### src/rtl/eval_pkg.sv
// Shared definitions for the evaluation feeder: pipeline tag markers, the
// NaN response for an empty RUN, command codes, FSM state encoding and
// small word-building helpers.
package eval_pkg;

    // Markers sent alongside each streamed sample.
    localparam logic [31:0] TAG_FIRST  = 32'h3F80_0000;  // +1.0
    localparam logic [31:0] TAG_LAST   = 32'hBF80_0000;  // -1.0
    localparam logic [31:0] TAG_MID    = 32'h0000_0000;

    // Quiet NaN returned when RUN finds an empty buffer.
    localparam logic [31:0] RESULT_NAN = 32'h7FC0_0000;

    // Widest index the helpers accept (DEPTH tops out at 64).
    localparam int IDX_W = 7;

    // Command code carried in datab[1:0].
    typedef enum logic [1:0] {
        CMD_PUSH   = 2'd0,
        CMD_RUN    = 2'd1,
        CMD_CLEAR  = 2'd2,
        CMD_STATUS = 2'd3
    } cmd_e;

    // Feeder control states.
    typedef enum logic [1:0] {
        ST_IDLE   = 2'd0,
        ST_STREAM = 2'd1,
        ST_DRAIN  = 2'd2,
        ST_RESP   = 2'd3
    } state_e;

    // Marker for sample idx of a cnt-long stream; LAST wins over FIRST so a
    // single-sample stream is tagged LAST.
    function automatic logic [31:0] sel_tag(input logic [IDX_W-1:0] idx,
                                            input logic [IDX_W-1:0] cnt);
        logic [31:0] tag;
        if (idx == (cnt - 7'd1)) begin
            tag = TAG_LAST;
        end else if (idx == 7'd0) begin
            tag = TAG_FIRST;
        end else begin
            tag = TAG_MID;
        end
        return tag;
    endfunction

    // STATUS response layout: {15 zero bits, overflow, 16-bit count}.
    function automatic logic [31:0] status_word(input logic        ovf,
                                                input logic [15:0] cnt);
        return {15'd0, ovf, cnt};
    endfunction

endpackage

### src/rtl/eval_feeder_if.sv
// Bundle of the processor command port and the downstream pipeline port of
// the evaluation feeder. The master side is the environment (processor plus
// evaluation pipeline); the slave side is the feeder itself.
interface eval_feeder_if;

    // Processor command side
    logic        clk_en;
    logic        start;
    logic [31:0] dataa;
    logic [31:0] datab;
    logic        done;
    logic [31:0] result;

    // Downstream evaluation pipeline side
    logic [31:0] x_out;
    logic [31:0] tag_out;
    logic        out_valid;
    logic [31:0] pipe_result;

    modport master (
        output clk_en,
        output start,
        output dataa,
        output datab,
        output pipe_result,
        input  done,
        input  result,
        input  x_out,
        input  tag_out,
        input  out_valid
    );

    modport slave (
        input  clk_en,
        input  start,
        input  dataa,
        input  datab,
        input  pipe_result,
        output done,
        output result,
        output x_out,
        output tag_out,
        output out_valid
    );

endinterface

### src/rtl/eval_sample_buf.sv
// Sample store for the evaluation feeder: DEPTH x 32-bit register array with
// one write port and one combinational read port. Contents are deliberately
// not reset; the owner's sample count guards every read.
module eval_sample_buf #(
    parameter int DEPTH = 32,
    parameter int AW    = 5
) (
    input  logic          clock,
    input  logic          we,
    input  logic [AW-1:0] waddr,
    input  logic [31:0]   wdata,
    input  logic [AW-1:0] raddr,
    output logic [31:0]   rdata
);

    logic [31:0] mem_r [DEPTH];

    // Store one sample per write strobe.
    always_ff @(posedge clock) begin
        if (we) begin
            mem_r[waddr] <= wdata;
        end
    end

    assign rdata = mem_r[raddr];

endmodule

### src/rtl/eval_feeder.sv
// Evaluation feeder: buffers float samples pushed by a processor custom
// instruction, replays them on RUN to a fixed-latency evaluation pipeline
// with FIRST/LAST markers, waits out the pipeline latency and returns the
// pipeline's accumulated result. No floating-point arithmetic is done here.
// PIPE_LAT must be at least 1.
module eval_feeder
    import eval_pkg::*;
#(
    parameter int DEPTH    = 32,
    parameter int PIPE_LAT = 40
) (
    input  logic          clock,
    input  logic          reset,
    eval_feeder_if.slave  bus
);

    localparam int AW = (DEPTH > 1) ? $clog2(DEPTH) : 1;
    localparam int CW = $clog2(DEPTH + 1);
    localparam int LW = (PIPE_LAT > 1) ? $clog2(PIPE_LAT) : 1;

    localparam logic [CW-1:0] COUNT_FULL = CW'(DEPTH);
    localparam logic [LW-1:0] LAT_LOAD   = LW'(PIPE_LAT - 1);

    // Control state and registered outputs
    state_e        state_r;
    logic [CW-1:0] count_r;     // samples held
    logic          ovf_r;       // a PUSH was dropped since the last CLEAR
    logic [CW-1:0] idx_r;       // next sample to stream; zero outside STREAM
    logic [LW-1:0] lat_r;       // remaining DRAIN cycles before capture
    logic          done_r;
    logic [31:0]   result_r;
    logic [31:0]   x_r;
    logic [31:0]   tag_r;
    logic          valid_r;

    // Decode and buffer-port signals
    cmd_e          cmd_s;
    logic          accept_s;
    logic          wr_en_s;
    logic [31:0]   rd_data_s;
    logic [31:0]   cur_tag_s;
    logic          datab_unused_s;

    assign cmd_s          = cmd_e'(bus.datab[1:0]);
    assign datab_unused_s = ^bus.datab[31:2];
    assign accept_s       = (state_r == ST_IDLE) && bus.start && bus.clk_en;
    assign cur_tag_s      = sel_tag(IDX_W'(idx_r), IDX_W'(count_r));

    assign bus.done      = done_r;
    assign bus.result    = result_r;
    assign bus.x_out     = x_r;
    assign bus.tag_out   = tag_r;
    assign bus.out_valid = valid_r;

    // Write into the buffer only for an accepted PUSH that still has room.
    always_comb begin
        wr_en_s = 1'b0;
        if (accept_s && (cmd_s == CMD_PUSH) && (count_r != COUNT_FULL)) begin
            wr_en_s = 1'b1;
        end else begin
            wr_en_s = 1'b0;
        end
    end

    eval_sample_buf #(
        .DEPTH (DEPTH),
        .AW    (AW)
    ) u_buf (
        .clock (clock),
        .we    (wr_en_s),
        .waddr (count_r[AW-1:0]),
        .wdata (bus.dataa),
        .raddr (idx_r[AW-1:0]),
        .rdata (rd_data_s)
    );

    // Command FSM with registered done/result and streaming outputs.
    always_ff @(posedge clock) begin
        if (reset) begin
            state_r  <= ST_IDLE;
            count_r  <= '0;
            ovf_r    <= 1'b0;
            idx_r    <= '0;
            lat_r    <= '0;
            done_r   <= 1'b0;
            result_r <= 32'd0;
            x_r      <= 32'd0;
            tag_r    <= 32'd0;
            valid_r  <= 1'b0;
        end else begin
            done_r <= 1'b0;
            case (state_r)
                ST_IDLE: begin
                    valid_r <= 1'b0;
                    x_r     <= 32'd0;
                    tag_r   <= 32'd0;
                    if (accept_s) begin
                        case (cmd_s)
                            CMD_PUSH: begin
                                if (count_r == COUNT_FULL) begin
                                    ovf_r    <= 1'b1;
                                    result_r <= 32'(count_r);
                                end else begin
                                    count_r  <= count_r + CW'(1);
                                    result_r <= 32'(count_r + CW'(1));
                                end
                                done_r  <= 1'b1;
                                state_r <= ST_RESP;
                            end
                            CMD_CLEAR: begin
                                count_r  <= '0;
                                ovf_r    <= 1'b0;
                                result_r <= 32'd0;
                                done_r   <= 1'b1;
                                state_r  <= ST_RESP;
                            end
                            CMD_STATUS: begin
                                result_r <= status_word(ovf_r, 16'(count_r));
                                done_r   <= 1'b1;
                                state_r  <= ST_RESP;
                            end
                            CMD_RUN: begin
                                if (count_r == '0) begin
                                    result_r <= RESULT_NAN;
                                    done_r   <= 1'b1;
                                    state_r  <= ST_RESP;
                                end else begin
                                    // idx_r is zero here, so sample 0 goes out
                                    // in the cycle right after acceptance.
                                    x_r     <= rd_data_s;
                                    tag_r   <= cur_tag_s;
                                    valid_r <= 1'b1;
                                    idx_r   <= idx_r + CW'(1);
                                    state_r <= ST_STREAM;
                                end
                            end
                            default: begin
                                state_r <= ST_IDLE;
                            end
                        endcase
                    end
                end

                ST_STREAM: begin
                    if (idx_r == count_r) begin
                        // Every sample is out; start the latency countdown.
                        valid_r <= 1'b0;
                        x_r     <= 32'd0;
                        tag_r   <= 32'd0;
                        idx_r   <= '0;
                        lat_r   <= LAT_LOAD;
                        state_r <= ST_DRAIN;
                    end else if (bus.clk_en) begin
                        x_r     <= rd_data_s;
                        tag_r   <= cur_tag_s;
                        valid_r <= 1'b1;
                        idx_r   <= idx_r + CW'(1);
                    end else begin
                        // Stall: hold position, present nothing.
                        valid_r <= 1'b0;
                        x_r     <= 32'd0;
                        tag_r   <= 32'd0;
                    end
                end

                ST_DRAIN: begin
                    // Counts every cycle; clk_en does not pause the pipeline wait.
                    if (lat_r == '0) begin
                        result_r <= bus.pipe_result;
                        done_r   <= 1'b1;
                        state_r  <= ST_RESP;
                    end else begin
                        lat_r <= lat_r - LW'(1);
                    end
                end

                ST_RESP: begin
                    state_r <= ST_IDLE;
                end

                default: begin
                    state_r <= ST_IDLE;
                    valid_r <= 1'b0;
                    x_r     <= 32'd0;
                    tag_r   <= 32'd0;
                    idx_r   <= '0;
                end
            endcase
        end
    end

endmodule

### src/flat_wrapper.sv
// flat-port wrapper written by rule: the top's interface ports become plain ports
module eval_feeder_flat import eval_pkg::*;
#(
    parameter int DEPTH    = 32,
    parameter int PIPE_LAT = 40
)
  (clock, reset, bus_clk_en, bus_start, bus_dataa, bus_datab, bus_pipe_result, bus_done, bus_result, bus_x_out, bus_tag_out, bus_out_valid);
  eval_feeder_if bus_i ();
  input  logic clock;
  input  logic reset;
  input wire logic [$bits(bus_i.clk_en)-1:0] bus_clk_en;
  input wire logic [$bits(bus_i.start)-1:0] bus_start;
  input wire logic [$bits(bus_i.dataa)-1:0] bus_dataa;
  input wire logic [$bits(bus_i.datab)-1:0] bus_datab;
  input wire logic [$bits(bus_i.pipe_result)-1:0] bus_pipe_result;
  output wire logic [$bits(bus_i.done)-1:0] bus_done;
  output wire logic [$bits(bus_i.result)-1:0] bus_result;
  output wire logic [$bits(bus_i.x_out)-1:0] bus_x_out;
  output wire logic [$bits(bus_i.tag_out)-1:0] bus_tag_out;
  output wire logic [$bits(bus_i.out_valid)-1:0] bus_out_valid;
  assign bus_i.clk_en = bus_clk_en;
  assign bus_i.start = bus_start;
  assign bus_i.dataa = bus_dataa;
  assign bus_i.datab = bus_datab;
  assign bus_i.pipe_result = bus_pipe_result;
  assign bus_done = bus_i.done;
  assign bus_result = bus_i.result;
  assign bus_x_out = bus_i.x_out;
  assign bus_tag_out = bus_i.tag_out;
  assign bus_out_valid = bus_i.out_valid;
  eval_feeder #(.DEPTH(DEPTH), .PIPE_LAT(PIPE_LAT)) u_core (.clock(clock), .reset(reset), .bus(bus_i));
endmodule
### config.mk
export PLATFORM = sky130hd
export DESIGN_NAME = eval_feeder_flat
export DESIGN_NICKNAME = d
export VERILOG_FILES = /design/src/rtl/eval_pkg.sv /design/src/rtl/eval_feeder_if.sv /design/src/rtl/eval_sample_buf.sv /design/src/rtl/eval_feeder.sv /design/src/flat_wrapper.sv
export SDC_FILE = /design/constraint.sdc
export NUM_CORES = 1
export LEC_CHECK = 0
export CELL_PAD_IN_SITES_DETAIL_PLACEMENT = 1
export CELL_PAD_IN_SITES_GLOBAL_PLACEMENT = 2
export CORE_MARGIN = 2
export CORE_UTILIZATION = 45
export DETAILED_ROUTE_END_ITERATION = 16
export GPL_TIMING_DRIVEN = 0
export PLACE_DENSITY = 0.87
export SETUP_SLACK_MARGIN = 0.3
export SLEW_MARGIN = 10
export SYNTH_ARGS = -nofsm -noshare
export SYNTH_HDL_FRONTEND = slang
export SYNTH_HIERARCHICAL = 1
export SYNTH_SLANG_ARGS = --single-unit
export TNS_END_PERCENT = 20
### constraint.sdc
create_clock -name clock -period 4.25 [get_ports clock]
set_input_delay 0.6375 -clock clock [delete_from_list [all_inputs] [get_ports clock]]
set_output_delay 0.6375 -clock clock [all_outputs]
set_load 0.005 [all_outputs]
==> results.json, run 1 <==
{
  "status": "completed",
  "max_stage_delay_ns": 0.77,
  "drv_cap": 0,
  "finalSetupViolCount": 0,
  "drive_gt1_frac": 0.139,
  "yosys-top-cells-area": "edfxtp_1 (69%), mux2i_1 (12%), dfxtp_1 (4.0%)",
  "die_h_um": 318,
  "synth-xor-area-share": 0.00158,
  "path_cells": "clkbuf_1 -> inv_1 -> ha_1 -> or4b_1 -> o21ai_1 -> nor2_1 -> nand3b_1 -> nor2_4 -> buf_12",
  "yosys_warnings": 6,
  "hold_class": "register to register",
  "grt_pass1_vias": 28128,
  "h-tree-depth": 3,
  "syn_inst": 2763,
  "clkTransAtPathRegs_ns": 0.06,
  "io_buffers": 143,
  "core_area_sq_um": 98000,
  "fin_crit_sh": 0.933,
  "r2r_end": "u_core/u_buf/mem_r[25][13]",
  "hold_violations": 0,
  "die_w_um": 318,
  "placement.cell_area_sq_um": 48400,
  "ir_drop_mv": 0.398,
  "fp.dieArea_sq_um": 101000,
  "cp.arrival_ns": 4.34,
  "antenna_found_initial": 0,
  "ys_async_sr_fraction": 0,
  "ctsRootBufferMaster": "clkbuf_16",
  "fin_crit_ns": 3.96,
  "cts.sinks": 1113,
  "p_comb_frac": 0.088,
  "synth_commonest_cells": "edfxtp_1 (1024), mux2i_1 (517), a21oi_1 (173), nand2_1 (148), nand3_1 (114)",
  "grtUsageTotal": 0.249,
  "r2r_cells": 9,
  "synth_compound_area_frac": 0.0749,
  "dp_slack_ns": -0.113,
  "clkLatencyLatePin_ns": 0.71,
  "power.internal_mw": 18.8,
  "initial_core_util": 0.452,
  "drc": 0,
  "synth_most_common_cell": "edfxtp_1",
  "switching_share": 0.231,
  "via_per_inst": 5.90,
  "synthFlopType": "edfxtp_1",
  "leakage_nw": 16.3,
  "pwr-share-clk": 0.416,
  "dp_hpwl_um": 83700,
  "overflow": 0,
  "netlist_area_sq_um": 44300,
  "synth_top_family_by_area": "multiplexers",
  "grt_pass1_wl_um": 186000,
  "clock_path_buffers": 3,
  "slew_headroom": 0.118,
  "seq_power_share": 0.496,
  "cts_buffers": 111,
  "synth_top_cell_by_area": "edfxtp_1",
  "fillers": 9155,
  "wl_per_cell_um": 28.7,
  "fin_area_sq_um": 52500,
  "drtIter0Drc": 2503,
  "synth_seq_cells": 1113,
  "maxSlewViolCount": 0,
  "yosysTopAreaCellShare": 0.694,
  "seq_area_frac_synth": 0.734,
  "fmax_mhz": 252,
  "p_switching_mw": 5.63,
  "grt_max_degree": 33,
  "postCtsHoldBufs": 0,
  "first_pass_iters": 5,
  "crit_fanout": 22,
  "drtAntennaViolNets": 0,
  "cts_tree": "built",
  "multi_input_area_sq_um": 10900,
  "p_per_area_nw_per_um2": 465,
  "vias": 26552,
  "r2r_setup_slack_ns": 0.29,
  "hold_start": "u_core/bus.x_out[19]",
  "io_pins": 198,
  "fin_skew_ns": 0.0587,
  "critical_path_required_ns": 4.63,
  "yosys.area_share.simple": 0.0420,
  "crit_path_start_kind": "register",
  "finalPower_mw": 24.4,
  "synthToLayoutAreaGrowth_pct": 18.6,
  "holdPathStages": 2,
  "hold_path_end": "u_core/bus.x_out[19]",
  "totalWireLength_um": 129000,
  "rr_startpoint": "u_core/count_r[1]",
  "met2_usage": 0.434,
  "worst_pin_slew_ns": 1.32,
  "setup_tns_ns": 0,
  "whs_ns": 0.454,
  "grt-busiest-layer": "met2",
  "synth_edf_count": 1024,
  "endpoint_kind": "register",
  "rows": 115,
  "final_net_count": 3226,
  "rsz0062_at_grt": "yes",
  "regArea_sq_um": 32500,
  "cpMaxStageDelayCell": "nand3b_1",
  "synth_area_per_cell_sq_um": 16.0,
  "synthMuxAreaShare": 0.117,
  "met1_usage": 0.322,
  "synthAdderAreaFrac": 0.00282,
  "setup_slack_ns": 0.286,
  "place.gp.congestion": 0.824,
  "use_met3": 0.0329,
  "synth.distinct_cells": 66,
  "critical_path_class": "register to register"
}
layer usage:
metal  routed length, um  part of all wire
met3                8200             0.063
met2               65400              0.51
met5                   0                 0
met4                3820             0.030
met1               51700              0.40
power groups by stage:
stage	combinational [mW]	sequential [mW]	clock, mW
finish	2.15	12.1	10.2
detailed placement	2.11	12.4	0
CTS	2.13	12.1	10.2
floorplan	1.24	12.3	0
global route	2.27	12.1	10.7
global placement	2.00	12.3	0
layout make-up:
type / instances / area share
sequential: 1113 / 0.619
multi-input combinational: 1459 / 0.207
inverter: 18 / 0.00129
clock inverter: 65 / 0.0146
buffer: 196 / 0.0220
timing repair buffer: 217 / 0.0476
clock buffer: 140 / 0.0573
tap: 1287 / 0.0306
antenna: 4 / 0.000190
metrics by stage:
stage | utilization | cells
after floorplan | - | 2786
after global placement | 0.484 | 4216
after detailed placement | 0.494 | 4248
after CTS | 0.535 | 4468
after global routing | 0.536 | 4495
final | 0.536 | 4499
cell families after synthesis:
group | Yosys count
other | 1
buffers and inverters | 214
AOI/OAI and AO/OA | 499
DFF | 1113
and+or+nand+nor | 401
adders and majority gates | 10
muxes | 517
xor gates and xnor gates | 8
worst max path at each step:
stage / from / endpoint / slack, ns
6_report: u_core/count_r[1] / u_core/u_buf/mem_r[25][13] / 0.29
5_1_grt: u_core/count_r[1] / u_core/u_buf/mem_r[25][8] / 0.01
4_1_cts: u_core/count_r[1] / u_core/u_buf/mem_r[10][5] / 0.12
3_5_place_dp: bus_datab[0] / u_core/u_buf/mem_r[12][10] / -0.11
3_3_place_gp: bus_datab[0] / u_core/u_buf/mem_r[8][5] / -1.90
2_1_floorplan: u_core/count_r[1] / u_core/u_buf/mem_r[28][0] / 0.35
critical path: cells and delay by family (launching register included):
kind,cells,cell delay [ns]
compound gates,1,0.17
flops,1,0.42
fa+ha+maj,1,0.22
buf+inv,3,0.75
simple gates,4,2.09
cell usage in the layout (no fill, tap or decap), types with 24 or more instances in the layout:
cell and n:
clkbuf_1 87, conb_1 24, nor2_1 24, nor2_4 32, nor3_1 42, nand2_1 148
clkdlybuf4s50_1 113, a22o_1 79, a21oi_1 173, a31oi_1 37, a22oi_1 98, edfxtp_1 1024
nand3_1 113, buf_12 29, clkbuf_16 114, mux2i_1 517, buf_2 68, buf_4 95
dfxtp_1 89, o21ai_0 36
sequential cells by signal (all words and copies together), names as in the netlist:
name / cells
u_core/state_r: 2
u_core/u_buf/mem_r: 1024
u_core/bus.result: 32
u_core/ovf_r: 1
u_core/bus.tag_out: 2
u_core/idx_r: 6
u_core/lat_r: 6
u_core/bus.x_out: 32
u_core/bus.done: 1
u_core/bus.out_valid: 1
u_core/count_r: 6
repair_timing:
action | CTS | global route
gates cloned | 0 | 0
buffers inserted | 15 | 27
endpoints found under the hold margin | 0 | 0
resized for setup | 1 | 3
setup endpoints to repair | 442 | 626
pin swaps | 6 | 7
Note: power is estimated with default switching activity, not from simulation.
==> run 2: changes to the inputs <==
CORE_UTILIZATION = 50   (was 45)
PLACE_DENSITY = 0.92   (was 0.87)
SYNTH_HIERARCHICAL = default   (was 1)
clock period = 5.2 ns   (was 4.25 ns; I/O delays follow)
==> results.json, run 2 <==
{
  "whs_ns": 0.449,
  "drv_cap": 0,
  "hold_start": "u_core.bus.tag_out[31]",
  "clkTransAtPathRegs_ns": 0.06,
  "cpMaxStageDelayCell": "nor2_4",
  "fp.dieArea_sq_um": 88700,
  "yosysTopAreaCellShare": 0.712,
  "grt-busiest-layer": "met2",
  "syn_inst": 2292,
  "ctsRootBufferMaster": "clkbuf_16",
  "cp_common_cell": "nand2_1",
  "hold_violations": 0,
  "worst_pin_slew_ns": 1.29,
  "dp_hpwl_um": 80700,
  "final_cells": 3843,
  "synth_seq_cells": 1118,
  "top_register": "u_core.u_buf.mem_r",
  "holdPathStages": 2,
  "yosys-top-cells-area": "edfxtp_1 (71%), mux4_2 (8.5%), dfxtp_1 (4.4%)",
  "synth_top_cell_by_area": "edfxtp_1",
  "fin_crit_sh": 0.823,
  "max_stage_delay_ns": 0.86,
  "die_h_um": 298,
  "yosys_warnings": 0,
  "final_net_count": 2714,
  "die_w_um": 298,
  "crit_fanout": 17,
  "antenna_found_initial": 8,
  "postCtsHoldBufs": 0,
  "dp_cells": 3635,
  "slew_headroom": 0.141,
  "setup_slack_ns": 0.920,
  "via_per_inst": 6.46,
  "synthFlopType": "edfxtp_1",
  "clkLatencyLatePin_ns": 0.72,
  "p_per_area_nw_per_um2": 392,
  "netlist_area_sq_um": 43200,
  "overflow": 0,
  "r2r_cells": 9,
  "first_pass_iters": 5,
  "hold_class": "register to register",
  "endpoint_kind": "register",
  "ys_async_sr_fraction": 0,
  "cts_buffers": 109,
  "critical_path_required_ns": 5.56,
  "place.gp.congestion": 0.835,
  "fin_crit_ns": 4.28,
  "synth_most_common_cell": "edfxtp_1",
  "initial_core_util": 0.505,
  "h-tree-depth": 3,
  "seq_area_frac_synth": 0.756,
  "io_buffers": 143,
  "status": "completed",
  "rr_startpoint": "u_core.count_r[0]",
  "ir_drop_mv": 0.278,
  "mostFrequentLayoutCell": "edfxtp_1",
  "dp_slack_ns": 0.862,
  "drtIter0Drc": 3044,
  "clock_path_buffers": 3,
  "core_area_sq_um": 85400,
  "met1_usage": 0.375,
  "cts_resized": 0,
  "drive_gt1_frac": 0.194,
  "largest_register_ffs": 1024,
  "fmax_mhz": 234,
  "wl_per_cell_um": 33.4,
  "synth_commonest_cells": "edfxtp_1 (1024), mux2i_1 (183), mux4_2 (162), nor2_1 (97), dfxtp_1 (94)",
  "rsz0062_at_grt": "no",
  "crit_path_start_kind": "register",
  "grt_pass1_wl_um": 186000,
  "rows": 107,
  "hold_path_end": "u_core.bus.tag_out[31]",
  "synth_edf_count": 1024,
  "maxSlewViolCount": 0,
  "fin_skew_ns": 0.0618,
  "finalSetupViolCount": 0,
  "critical_path_class": "register to register",
  "final_cell_mix": "edfxtp_1 (1024), mux2i_1 (183), mux4_2 (162)",
  "r2r_end": "u_core.u_buf.mem_r[24][25]",
  "r2r_setup_slack_ns": 0.92,
  "synth_area_per_cell_sq_um": 18.8,
  "path_cells": "clkbuf_1 -> inv_1 -> ha_1 -> nand2_1 -> o21ai_1 -> nor2_1 -> nand2_1 -> nor2_4 -> buf_16",
  "grtUsageTotal": 0.289,
  "vias": 24838,
  "post_cts_buffers": 0,
  "synth.distinct_cells": 60,
  "use_met3": 0.0545,
  "drtAntennaViolNets": 0,
  "io_pins": 198,
  "leakage_nw": 15.9,
  "totalWireLength_um": 128000,
  "cts_tree": "built",
  "synthToLayoutAreaGrowth_pct": 17.3,
  "fin_util": 0.593,
  "grt_pass1_vias": 26561,
  "drc": 0,
  "met2_usage": 0.482,
  "cp.arrival_ns": 4.64,
  "cts.sinks": 1118,
  "grt_max_degree": 33
}
[run 2: changes by cell type in the layout (fill, tap and decap cells not counted), sizes merged, moves of 28 or more]
cell | previous run | this run
mux4 | 0 | 162
a22o | 79 | 28
nand3 | 114 | 46
a221oi | 1 | 62
nand2 | 148 | 42
mux2i | 517 | 183
nor2 | 57 | 97
buf | 230 | 158
a21o | 4 | 32
a21oi | 174 | 22
[run 2: worst max path at each step]
stage	from	end	slack, ns	cells after the start
2_1_floorplan	u_core.count_r[0]	u_core.u_buf.mem_r[15][0]	1.72	8
3_3_place_gp	bus_datab[1]	u_core.u_buf.mem_r[11][11]	-0.75	6
3_5_place_dp	bus_datab[1]	u_core.u_buf.mem_r[31][12]	0.86	7
4_1_cts	u_core.count_r[0]	u_core.u_buf.mem_r[24][24]	1.03	9
5_1_grt	u_core.count_r[0]	u_core.u_buf.mem_r[24][24]	0.83	9
6_report	u_core.count_r[0]	u_core.u_buf.mem_r[24][25]	0.92	9
[run 2: kinds of logic after synthesis]
| kind of cell | share of synthesized area |
|---|---|
| AND/OR/NAND/NOR | 0.0282 |
| buffers and inverters | 0.0222 |
| XOR/XNOR | 0.00264 |
| multiplexers | 0.127 |
| other | 0.0000869 |
| AO/OA/AOI/OAI | 0.0601 |
| adder cells (fa/ha/maj) | 0.00371 |
| flip-flops | 0.756 |
[run 2: area by class of cell]
class	count	area, sq um
Multi-Input combinational cell	1007	9910
Clock buffer	131	2870
Sequential cell	1118	32600
Clock inverter	75	757
Timing Repair Buffer	176	2070
Antenna cell	2	5.00
Buffer	170	885
Tap cell	1144	1430
Fill cell	7490	34800
Inverter	20	75.1
[run 2: critical path: cells and delay by family, from the launching register on]
kind / cells / cell delay, ns
DFF: 1 / 0.41
buffers and inverters: 3 / 0.91
AOI/OAI and AO/OA: 1 / 0.11
and+or+nand+nor: 4 / 2.16
adders and majority gates: 1 / 0.36
[run 2: power by group]
part / switching, mW / internal [mW]
Clock: 3.60 / 4.52
Combinational: 1.07 / 0.683
Sequential: 0.0714 / 9.90
Total: 4.73 / 15.1
[run 2: stage by stage]
step	power [mW]	setup TNS, ns	instance area [sq um]
after floorplan	11.2	0	43300
after global placement	11.8	-509.90	46100
after detailed placement	11.9	0	47100
after CTS	19.9	0	50800
after global routing	20.3	0	50600
final	19.8	0	50600
[run 2: routing by layer]
layer / vias to the layer above / part of all wire
li1: 9926 / -
met4: 8 / 0.040
met5: - / 0.00044
met3: 354 / 0.089
met2: 1605 / 0.50
met1: 12945 / 0.37
